[config.mk]
export PLATFORM = sky130hd
export DESIGN_NAME = idss_feeder
export DESIGN_NICKNAME = d
export VERILOG_FILES = /design/src/rtl/idss_pkg.sv /design/src/rtl/idss_feeder_addr_gen.sv /design/src/rtl/idss_feeder.sv
export SDC_FILE = /design/constraint.sdc
export NUM_CORES = 1
export LEC_CHECK = 0
export CAP_MARGIN = 20
export CORE_UTILIZATION = 50
export CTS_CLUSTER_DIAMETER = 100
export DETAILED_ROUTE_END_ITERATION = 10
export PLACE_DENSITY = 0.75
export SYNTH_ARGS = -nofsm -noshare
export SYNTH_HDL_FRONTEND = slang
export SYNTH_SLANG_ARGS = --single-unit
[constraint.sdc]
create_clock -name clk -period 4.3 [get_ports clk]
set_clock_uncertainty 0.05 [all_clocks]
set_input_delay 0.86 -clock clk [delete_from_list [all_inputs] [get_ports clk]]
set_output_delay 0.86 -clock clk [all_outputs]
set_load 0.01 [all_outputs]
[src/rtl/idss_pkg.sv]
// Shared types and helpers for the IDSS row interface.
//   pixel_t         default-width feature-map pixel
//   feeder_state_e  feeder FSM states
//   NB_CSS          channels per IDSS (LE_select is 2 bits wide)
//   pix_addr()      word address of pixel (ch, r, c) in a W x H x ch map,
//                   also used by the output writer
package idss_pkg;

    localparam int NB_CSS  = 4;
    localparam int PIXEL_W = 16;

    typedef logic [PIXEL_W-1:0] pixel_t;

    typedef enum logic [2:0] {
        ST_IDLE,
        ST_FETCH,   // request pixel (or zero-fill a padded one)
        ST_WAIT,    // wait for read data of the granted request
        ST_LOAD,    // drive holding regs onto row_1..3 for current CSS
        ST_SHIFT,   // one-cycle column shift pulse
        ST_DONE
    } feeder_state_e;

    function automatic logic [31:0] pix_addr(input int ch, input int r, input int c,
                                             input int w, input int h);
        int a;
        a = (ch * h + r) * w + c;
        return 32'(a);
    endfunction

endpackage

[src/rtl/idss_feeder_addr_gen.sv]
// Channel / row / column walker for one strip plus padding detect and address.
//   clk, rst_in        clock, synchronous active-high reset
//   init, row_y        latch centre row and rewind to the first strip column
//   adv_r/adv_ch/adv_c step row index / channel / column (column wins)
//   ch, ridx           current channel and row index (0..2 => y-1..y+1)
//   last_r/ch/c        current counter is at its final value
//   pad                current pixel lies outside the map (always 0 unpadded)
//   addr               word address of the current pixel
// Macro IDSS_FEEDER_ZERO_PAD_EN widens the strip to c = -1..W.
module idss_feeder_addr_gen
    import idss_pkg::*;
#(
    parameter int W          = 1024,
    parameter int H          = 1024,
    parameter int ADDR_WIDTH = 20,
    parameter int RY_W       = 10
) (
    input  logic                  clk,
    input  logic                  rst_in,
    input  logic                  init,
    input  logic [RY_W-1:0]       row_y,
    input  logic                  adv_r,
    input  logic                  adv_ch,
    input  logic                  adv_c,
    output logic [1:0]            ch,
    output logic [1:0]            ridx,
    output logic                  last_r,
    output logic                  last_ch,
    output logic                  last_c,
    output logic                  pad,
    output logic [ADDR_WIDTH-1:0] addr
);

`ifdef IDSS_FEEDER_ZERO_PAD_EN
    localparam int C_FIRST = -1;
    localparam int C_LAST  = W;
`else
    localparam int C_FIRST = 0;
    localparam int C_LAST  = W - 1;
`endif

    logic [RY_W-1:0]    y_q;
    logic signed [31:0] c_q;
    logic signed [31:0] r_abs;

    always_ff @(posedge clk) begin
        if (rst_in) begin
            y_q  <= '0;
            ch   <= '0;
            ridx <= '0;
            c_q  <= C_FIRST;
        end else if (init) begin
            y_q  <= row_y;
            ch   <= '0;
            ridx <= '0;
            c_q  <= C_FIRST;
        end else if (adv_c) begin
            ch   <= '0;
            ridx <= '0;
            c_q  <= c_q + 32'sd1;
        end else if (adv_ch) begin
            ch   <= ch + 2'd1;
            ridx <= '0;
        end else if (adv_r) begin
            ridx <= ridx + 2'd1;
        end
    end

    assign r_abs   = $signed(32'(y_q)) + $signed(32'(ridx)) - 32'sd1;
    assign last_r  = (ridx == 2'd2);
    assign last_ch = (ch == 2'(NB_CSS - 1));
    assign last_c  = (c_q == C_LAST);

`ifdef IDSS_FEEDER_ZERO_PAD_EN
    assign pad = (r_abs < 0) || (r_abs >= H) || (c_q < 0) || (c_q >= W);
`else
    assign pad = 1'b0;
`endif

    // Out-of-map pixels never reach the memory, so their (meaningless)
    // address is only ever seen internally.
    assign addr = ADDR_WIDTH'(pix_addr(int'(ch), int'(r_abs), int'(c_q), W, H));

endmodule

[src/rtl/idss_feeder.sv]
// Producer side of the IDSS row interface: fetches a 3-row strip centred on
// row_y, channel by channel, and drives row_1..3 / LE_select / shift.
//   clk, rst_in            clock, synchronous active-high reset
//   start, row_y, busy     strip handshake (start only sampled in IDLE)
//   mem_req/addr/gnt       read request channel, held until granted
//   mem_rvalid/rdata       read data, one cycle after grant
//   row_1..3, LE_select    pixel rows y-1/y/y+1 and CSS being loaded
//   shift                  one-cycle column shift pulse
//   win_valid, win_ready   complete 3x3xNB_CSS window handshake
// Macro IDSS_FEEDER_ZERO_PAD_EN enables zero padding (W windows per strip,
// any row_y accepted); without it the strip gives W-2 windows and row_y
// must be in 1..H-2.
module idss_feeder
    import idss_pkg::*;
#(
    parameter int IO_DATA_WIDTH      = 16,
    parameter int FEATURE_MAP_WIDTH  = 1024,
    parameter int FEATURE_MAP_HEIGHT = 1024,
    parameter int ADDR_WIDTH         = 20
) (
    input  logic                                  clk,
    input  logic                                  rst_in,
    input  logic                                  start,
    input  logic [$clog2(FEATURE_MAP_HEIGHT)-1:0] row_y,
    output logic                                  busy,
    output logic                                  mem_req,
    output logic [ADDR_WIDTH-1:0]                 mem_addr,
    input  logic                                  mem_gnt,
    input  logic                                  mem_rvalid,
    input  logic [IO_DATA_WIDTH-1:0]              mem_rdata,
    output logic [IO_DATA_WIDTH-1:0]              row_1,
    output logic [IO_DATA_WIDTH-1:0]              row_2,
    output logic [IO_DATA_WIDTH-1:0]              row_3,
    output logic [1:0]                            LE_select,
    output logic                                  shift,
    output logic                                  win_valid,
    input  logic                                  win_ready
);

    localparam int RY_W = $clog2(FEATURE_MAP_HEIGHT);

    feeder_state_e state, state_nx;

    logic [2:0][IO_DATA_WIDTH-1:0] hold_q;
    logic [1:0]                    ncol_q;    // saturating count of shifted columns
    logic [1:0]                    ch, ridx;
    logic                          last_r, last_ch, last_c, pad;
    logic [ADDR_WIDTH-1:0]         gen_addr;
    logic                          init, adv_r, adv_ch, adv_c;
    logic                          cap, do_load, do_shift;
    logic                          row_ok, win_block;
    logic [IO_DATA_WIDTH-1:0]      cap_data;

    idss_feeder_addr_gen #(
        .W          (FEATURE_MAP_WIDTH),
        .H          (FEATURE_MAP_HEIGHT),
        .ADDR_WIDTH (ADDR_WIDTH),
        .RY_W       (RY_W)
    ) u_addr_gen (
        .clk     (clk),
        .rst_in  (rst_in),
        .init    (init),
        .row_y   (row_y),
        .adv_r   (adv_r),
        .adv_ch  (adv_ch),
        .adv_c   (adv_c),
        .ch      (ch),
        .ridx    (ridx),
        .last_r  (last_r),
        .last_ch (last_ch),
        .last_c  (last_c),
        .pad     (pad),
        .addr    (gen_addr)
    );

`ifdef IDSS_FEEDER_ZERO_PAD_EN
    assign row_ok = (int'(row_y) < FEATURE_MAP_HEIGHT);
`else
    assign row_ok = (row_y != '0) && (int'(row_y) < FEATURE_MAP_HEIGHT - 1);
`endif

    // The IDSS keeps loading whatever LE_select points at, so neither a new
    // load nor a shift may happen while the current window is unconsumed.
    assign win_block = win_valid && !win_ready;

    always_comb begin
        state_nx = state;
        init     = 1'b0;
        adv_r    = 1'b0;
        adv_ch   = 1'b0;
        adv_c    = 1'b0;
        cap      = 1'b0;
        do_load  = 1'b0;
        do_shift = 1'b0;
        unique case (state)
            ST_IDLE: begin
                if (start && row_ok) begin
                    init     = 1'b1;
                    state_nx = ST_FETCH;
                end
            end
            ST_FETCH: begin
                if (pad) begin
                    cap = 1'b1;
                    if (last_r) state_nx = ST_LOAD;
                    else        adv_r    = 1'b1;
                end else if (mem_gnt) begin
                    state_nx = ST_WAIT;
                end
            end
            ST_WAIT: begin
                if (mem_rvalid) begin
                    cap = 1'b1;
                    if (last_r) state_nx = ST_LOAD;
                    else begin
                        adv_r    = 1'b1;
                        state_nx = ST_FETCH;
                    end
                end
            end
            ST_LOAD: begin
                if (!win_block) begin
                    do_load = 1'b1;
                    if (last_ch) state_nx = ST_SHIFT;
                    else begin
                        adv_ch   = 1'b1;
                        state_nx = ST_FETCH;
                    end
                end
            end
            ST_SHIFT: begin
                if (!win_block) begin
                    do_shift = 1'b1;
                    if (last_c) state_nx = ST_DONE;
                    else begin
                        adv_c    = 1'b1;
                        state_nx = ST_FETCH;
                    end
                end
            end
            ST_DONE:  state_nx = ST_IDLE;
            default:  state_nx = ST_IDLE;
        endcase
    end

    assign busy     = (state != ST_IDLE);
    assign mem_req  = (state == ST_FETCH) && !pad;
    assign mem_addr = mem_req ? gen_addr : '0;
    assign shift    = do_shift;
    // Captures in FETCH are only ever padded pixels.
    assign cap_data = (state == ST_FETCH) ? '0 : mem_rdata;

    always_ff @(posedge clk) begin
        if (rst_in) begin
            state     <= ST_IDLE;
            hold_q    <= '0;
            row_1     <= '0;
            row_2     <= '0;
            row_3     <= '0;
            LE_select <= '0;
            win_valid <= 1'b0;
            ncol_q    <= '0;
        end else begin
            state <= state_nx;
            if (cap) hold_q[ridx] <= cap_data;
            if (do_load) begin
                row_1     <= hold_q[0];
                row_2     <= hold_q[1];
                row_3     <= hold_q[2];
                LE_select <= ch;
            end
            if (init) ncol_q <= '0;
            else if (do_shift && ncol_q != 2'd3) ncol_q <= ncol_q + 2'd1;
            // A window exists once this shift brings in the third column.
            if (do_shift && ncol_q >= 2'd2) win_valid <= 1'b1;
            else if (win_valid && win_ready) win_valid <= 1'b0;
        end
    end

endmodule
==> run metrics, run 1 <==
pwr/cell area=roughly 400 mW/mm^2; routed len/inst=14.3 um; most area-consuming cells after synthesis=dfxtp_1 (44%), nor2_1 (9.1%), a21oi_1 (8.4%), nand2_1 (8.0%), ha_1 (4.8%); main flop type after synthesis=dfxtp_1; part of the Yosys area used for sequential elements=44.4%; Area after DPL=0.00799 mm^2; Setup crit start kind=flop; violation count after the first detailed-routing iteration=557; worst path required time=3.39 ns; layout cell share with drive strength beyond 1=~8.3%; P&R area growth vs syn=28.3%; number of max-slew violations in the final report=0; leakage power figure=0.00324 uW; clk root buf=clkbuf_16; die area=0.0140 mm^2; count of distinct cell types in the synthesized netlist=45; total number of vias=6049; number of diodes=0; Net Count, Synth=about 930; average cell area after synthesis=7.82 um^2; Avg Vias per Cell=5.25; maximum fanout along the worst path=3; post-synth top area share=~44%; highest clock frequency the design can meet=226 MHz; outcome=finished, violations left; number of setup violations in the final report=1; clock tree from TritonCTS=done; Rows=42; clock sink count=150; clock input transition at the sequential cells of the worst setup and hold paths=0.06 ns; total track usage=24.2%; Worst-Skew Late Latency=0.43 ns; critical path capture point type=primary output; number of synthesized flops with an enable pin=0; arrival time of the worst setup path=3.52 ns; Die Wd=118 um; count of buffers from port buffering=105; vias in the first global route=about 5600; Yosys reg bits=150; met2 GRT Util=39.1%; number of antenna violations at the first check in global routing=0; final hold violation count=0; RSZ-0062 raised after global routing=yes; routability cong.=roughly 0.9; Setup Crit Path Kind=reg -> out; die extent in y=118 um; ports placed on the boundary=106; total standard cell area after synthesis=0.00676 mm^2; final cell area excluding filler cells=0.00868 mm^2; Initial Util=between 50% and 60%; fin nets=1023; pin count of the biggest net entering global routing=70; worst hold path type=reg -> reg; Placed Cells incl. Taps=1115; setup slack after layout=-0.127 ns; core area=0.0132 mm^2; count of unresolved DRC violations after routing=0; violated checks=setup timing; iteration count of the initial detailed-routing pass=6; total wire length after detailed routing=around 16 mm; DPL Wire Length=11.1 mm; residual overflow from global routing=0; Mapped Cells=865; GR Util met3=under 10%; ys async rst share=0%; clock period minus final worst setup slack=about 4.4 ns; slew at the pin with the worst max-slew slack=1.05 ns; Final period util=103%; number of hold buffers added after CTS=0; global-route wire length before repair=27.2 mm; number of CTS-inserted buffers=17; buffer depth of the longest clock path=2; global-route met1 utilization=a little under a third; warnings from Yosys=0; Filler Cells Inserted=1146; maximum VDD drop=0.275 mV; biggest area consumer among synthesized cells=dfxtp_1; relative slew slack=30.2%; post-detailed-route count of antenna-violating nets=0; max-cap violations=0; CTS H-tree depth=4; most heavily used metal layer in global routing=met2; final cell count without fillers=1152
==> Yosys cell counts, types with 2 or more instances <==
| master | instances |
|---|---|
| nor2_1 | 164 |
| dfxtp_1 | 150 |
| nand2_1 | 145 |
| a21oi_1 | 113 |
| clkbuf_1 | 45 |
| xnor2_1 | 34 |
| inv_1 | 28 |
| ha_1 | 26 |
| and3_1 | 16 |
| nor3_1 | 16 |
| nand3_1 | 14 |
| nor4_1 | 14 |
| mux2i_1 | 13 |
| xor2_1 | 13 |
| o21ai_0 | 10 |
| nand4_1 | 7 |
| a211oi_1 | 5 |
| nor2b_1 | 5 |
| and4_1 | 4 |
| or3_1 | 4 |
| a21o_1 | 3 |
| buf_2 | 3 |
| nor3b_1 | 3 |
| a31oi_1 | 2 |
| and3b_1 | 2 |
| fa_1 | 2 |
| nand2b_1 | 2 |
| nand3b_1 | 2 |
| o21a_1 | 2 |
| o31ai_1 | 2 |
| or2_2 | 2 |
==> flip-flops by register name, summed over array words and instances, names as in the netlist <==
signal           cells
state                3
ncol_q               2
row_3               16
row_2               16
u_addr_gen.ridx      2
u_addr_gen.y_q      10
hold_q              48
u_addr_gen.c_q      32
u_addr_gen.ch        2
row_1               16
win_valid            1
LE_select            2
==> metrics by stage <==
| step | utilization (%) | TNS [ns] | setup WS (ns) | total power (uW) | hold WS [ns] |
|---|---|---|---|---|---|
| 2_1_floorplan | - | 0 | 0.390 | 1780 | 0.382 |
| 3_3_place_gp | 60.3 | -0.0916 | -0.0916 | 1970 | 0.390 |
| 3_5_place_dp | 60.3 | -0.201 | -0.201 | 1980 | 0.392 |
| 4_1_cts | 64.9 | -0.154 | -0.154 | 3420 | 0.402 |
| 5_1_grt | 65.5 | -0.697 | -0.387 | 3570 | 0.409 |
| 6_report | 65.5 | -0.127 | -0.127 | 3430 | 0.401 |
==> report_power, final <==
group / internal (uW) / total [uW] / switching (uW)
logic: 252 / 555 / 303
clock network: 864 / 1450 / 584
registers: 1410 / 1430 / 22.8
==> per-layer routing <==
layer  part of all wire (%)  vias up
met5                      0        -
met4                    1.4        0
met3                    4.5       22
met2                     48      149
met1                     46     2807
li1                       -     3071
==> cells by family (layout without fill, tap and decap cells) <==
| kind of cell | after synthesis | in the layout | synth area share, % |
|---|---|---|---|
| adders and majority gates | 28 | 28 | 5.40 |
| buffers and inverters | 77 | 188 | 4.38 |
| and+or+nand+nor | 406 | 406 | 26.3 |
| muxes | 13 | 13 | 1.92 |
| DFF | 150 | 150 | 44.4 |
| AOI/OAI and AO/OA | 144 | 144 | 11.5 |
| xor gates and xnor gates | 47 | 47 | 6.09 |
==> final timing paths <==
path                                    startpoint                 end  slack [ns]  depth (start not counted)
worst min register to register          hold_q[14]           row_1[14]        0.40                          2
worst max-delay path            u_addr_gen.ridx[1]        mem_addr[19]       -0.13                         18
worst max register to register   u_addr_gen.c_q[0]  u_addr_gen.ridx[0]        1.60                          7
worst min-delay path                    hold_q[14]           row_1[14]        0.40                          2
==> final cells by class <==
class,count,area [um^2],share of cell area (%)
repair buffers,128,1230,14.2
clock buffers,24,492,5.67
inverters,28,105,1.21
clock inverters,8,86.3,0.995
multi-input cells,638,3530,40.7
well taps,176,220,2.54
flip-flops and latches,150,3010,34.6
==> worst max-delay path, stage by stage, from the launching register on <==
cell     delay [ns]
dfxtp_2        0.33
inv_2          0.05
ha_4           0.26
inv_2          0.04
ha_4           0.15
a21o_1         0.18
a21oi_2        0.15
nor2_1         0.06
o21a_1         0.20
o41ai_2        0.33
xnor2_1        0.14
ha_1           0.35
a21oi_2        0.12
o21ai_1        0.07
inv_1          0.06
o31ai_2        0.06
xnor2_1        0.19
mux2i_1        0.19
buf_2          0.15
==> repair_timing <==
item	in CTS	in global routing
endpoints found under the setup margin	6	6
pin swaps	5	12
setup buffers	2	2
gates resized for setup	16	19
hold endpoints to repair	0	0
==> cell usage in the layout, fill, tap and decap left out, types with 7 or more instances in the layout <==
master,synthesis,layout
ha_1,26,24
clkbuf_16,0,17
nand2_1,145,145
nor3_1,16,16
xor2_1,13,13
mux2i_1,13,13
a21oi_1,113,109
nand3_1,14,13
dfxtp_1,150,148
nor4_1,14,14
and3_1,16,16
nand4_1,7,7
buf_4,1,23
clkdlybuf4s50_1,0,98
inv_1,28,24
xnor2_1,34,34
nor2_1,164,164
(Power assumes the default switching activity.)
==> run 2, diff against run 1 <==
REMOVE_ABC_BUFFERS = 1   (was not set)
==> run 2 against run 1 <==
Routed wire length is 5.4% lower. Critical path type unchanged. Global-route usage is 1.1 points lower. First-iteration DRC count is 27% lower. Maximum frequency is 1.8% higher. Core utilization is 0.72 points higher. Sequential power hardly changed. Cell area is 1.1% higher. Critical endpoint unchanged. Hold slack hardly changed. The run still ends with setup timing left. Clock-buffer cell count stayed put.
==> run metrics, run 2 (same netlist as run 1, synthesis figures left out) <==
number of setup violations in the final report=1 (unchanged); number of diodes=0 (unchanged); Slowest cell on crit path=fa_1 (was ha_1); critical path capture point type=primary output (unchanged); Die Wd=118 um (unchanged); residual overflow from global routing=0 (unchanged); iteration count of the initial detailed-routing pass=5 (was 6); pin count of the biggest net entering global routing=79 (was 70); clk root buf=clkbuf_16 (unchanged); buffer depth of the longest clock path=2 (unchanged); number of max-slew violations in the final report=0 (unchanged); worst path buffer plus inverter count=4 (unchanged); sum of negative setup slack=-0.0494 ns (was -0.127 ns); routability cong.=0.846 (was 0.876); die area=0.0140 mm^2 (unchanged); clock sink count=150 (unchanged); slew at the pin with the worst max-slew slack=0.957 ns (was 1.05 ns); total number of vias=5982 (was 6049); Initial Util=51.1% (unchanged); met2 GRT Util=38.7% (was 39.1%); GR Util met3=4.49% (was 5.16%); DPL Wire Length=10.2 mm (was 11.1 mm); count of unresolved DRC violations after routing=0 (unchanged); die extent in y=118 um (unchanged); layout cell share with drive strength beyond 1=8.95% (was 8.30%); total wire length after detailed routing=15.6 mm (was 16.5 mm); Setup Crit Path Kind=reg -> out (unchanged); core area=0.0132 mm^2 (unchanged); Rows=42 (unchanged); critical-path cell list=inv_2 -> ha_4 -> inv_2 -> ha_4 -> fa_1 -> a21oi_2 -> o21ai_0 -> a21oi_1 -> xnor2_1 -> ha_1 -> nand2_1 -> o21ai_1 -> inv_1 -> o31ai_2 -> xnor2_1 -> mux2i_1 -> buf_2 (was inv_2 -> ha_4 -> inv_2 -> ha_4 -> a21o_1 -> a21oi_2 -> nor2_1 -> o21a_1 -> o41ai_2 -> xnor2_1 -> ha_1 -> a21oi_2 -> o21ai_1 -> inv_1 -> o31ai_2 -> xnor2_1 -> mux2i_1 -> buf_2); Filler Cells Inserted=1149 (was 1146); worst path required time=3.39 ns (about the same); worst slack at placement=-0.256 ns (was -0.201 ns); post-detailed-route count of antenna-violating nets=0 (unchanged); Worst-Skew Late Latency=0.42 ns (was 0.43 ns); number of antenna violations at the first check in global routing=0 (unchanged); most frequent standard cell in the layout excluding fill and tap cells=nor2_1 (unchanged); worst hold path type=reg -> reg (unchanged); ports placed on the boundary=106 (unchanged); register containing the most flip-flops in the final layout=hold_q (unchanged); violated checks=setup timing (unchanged); clock period minus final worst setup slack=4.35 ns (was 4.43 ns); crit-path leading delay family=adder cells (was compound AO/OA/AOI/OAI gates); maximum VDD drop=0.268 mV (was 0.275 mV); global-route wire length before repair=26.2 mm (was 27.2 mm); Final period util=101% (was 103%); number of hold buffers added after CTS=0 (unchanged); total track usage=23.1% (was 24.2%); setup slack after layout=-0.0494 ns (was -0.127 ns); RSZ-0062 raised after global routing=yes (unchanged); P&R area growth vs syn=29.7% (was 28.3%); pwr/cell area=400 mW/mm^2 (was 396 mW/mm^2); max reg flops=48 (unchanged); Avg Vias per Cell=5.16 (was 5.25); most heavily used metal layer in global routing=met2 (unchanged); clock tree from TritonCTS=done (unchanged); number of CTS-inserted buffers=17 (unchanged); fin nets=1031 (was 1023); violation count after the first detailed-routing iteration=406 (was 557); outcome=finished, violations left (unchanged); relative slew slack=36.2% (was 30.2%); vias in the first global route=5633 (was 5562); clock input transition at the sequential cells of the worst setup and hold paths=0.06 ns (about the same); largest registers=hold_q x48, u_addr_gen.c_q x32 (unchanged); leakage power figure=0.00329 uW (was 0.00324 uW); highest clock frequency the design can meet=230 MHz (was 226 MHz); count of buffers from port buffering=105 (unchanged); CTS H-tree depth=4 (unchanged); maximum fanout along the worst path=2 (was 3); routed len/inst=13.4 um (was 14.3 um); Setup crit start kind=flop (unchanged); global-route met1 utilization=28.8% (was 31.9%); slowest cell delay on critical path=0.42 ns (was 0.35 ns); max-cap violations=0 (unchanged); final hold violation count=0 (unchanged); arrival time of the worst setup path=3.44 ns (was 3.52 ns); leading cell types in the layout, fill and taps excluded=nor2_1 (164), dfxtp_1 (148), nand2_1 (145), a21oi_1 (109), clkdlybuf4s50_1 (98) (unchanged)
## run 2: path summary, 6_finish.rpt
kind / from / depth (start not counted) / to / slack (ns)
worst max-delay path: u_addr_gen.y_q[1] / 17 / mem_addr[19] / -0.05
worst min-delay path: hold_q[46] / 2 / row_3[14] / 0.40
worst max register to register: u_addr_gen.c_q[0] / 7 / u_addr_gen.ridx[0] / 1.60
worst min register to register: hold_q[46] / 2 / row_3[14] / 0.40
## run 2: per-stage QoR
| stage | cell area [um^2] | total power, uW | hold WS (ns) | cells | utilization [%] |
|---|---|---|---|---|---|
| final | 8770 | 3500 | 0.401 | 1159 | 66.2 |
| after CTS | 8700 | 3520 | 0.402 | 1154 | 65.7 |
| after global routing | 8770 | 3660 | 0.413 | 1159 | 66.2 |
| after global placement | 8030 | 1980 | 0.389 | 1120 | 60.6 |
| after detailed placement | 8030 | 1980 | 0.393 | 1120 | 60.6 |
| after floorplan | 6570 | 1760 | 0.376 | 816 | - |
## run 2: worst reg2reg max path, delay by kind of cell, from the launching register on
| kind | cells | cell delay [ns] |
|---|---|---|
| AND/OR/NAND/NOR | 6 | 1.96 |
| adder cells (fa/ha/maj) | 1 | 0.20 |
| flip-flops | 1 | 0.39 |
## run 2: cell type report
class / count / area (um^2) / area share [%]
multi-input combinational: 638 / 3540 / 40.4
sequential: 150 / 3010 / 34.3
timing repair buffer: 136 / 1290 / 14.7
inverter: 28 / 105 / 1.20
clock buffer: 24 / 492 / 5.61
clock inverter: 7 / 119 / 1.36
tap: 176 / 220 / 2.51
## run 2: layer usage
layer	vias to the layer above	routed length (um)
li1	3079	-
met1	2733	7120
met2	147	7510
met3	23	648
met4	0	290
met5	-	0
## run 2: power breakdown
part	leakage, uW	internal [uW]	total [uW]	switching, uW
Clock	0.000293	971	1520	553
Combinational	0.00179	259	552	294
Sequential	0.00121	1410	1430	21.4
Total	0.00329	2640	3500	868
## run 2: repair_timing
action                     4_1_cts  5_1_grt
gates resized for setup         23        9
setup buffers                    3        2
pin swaps                       12       11
setup endpoints to repair        6        5
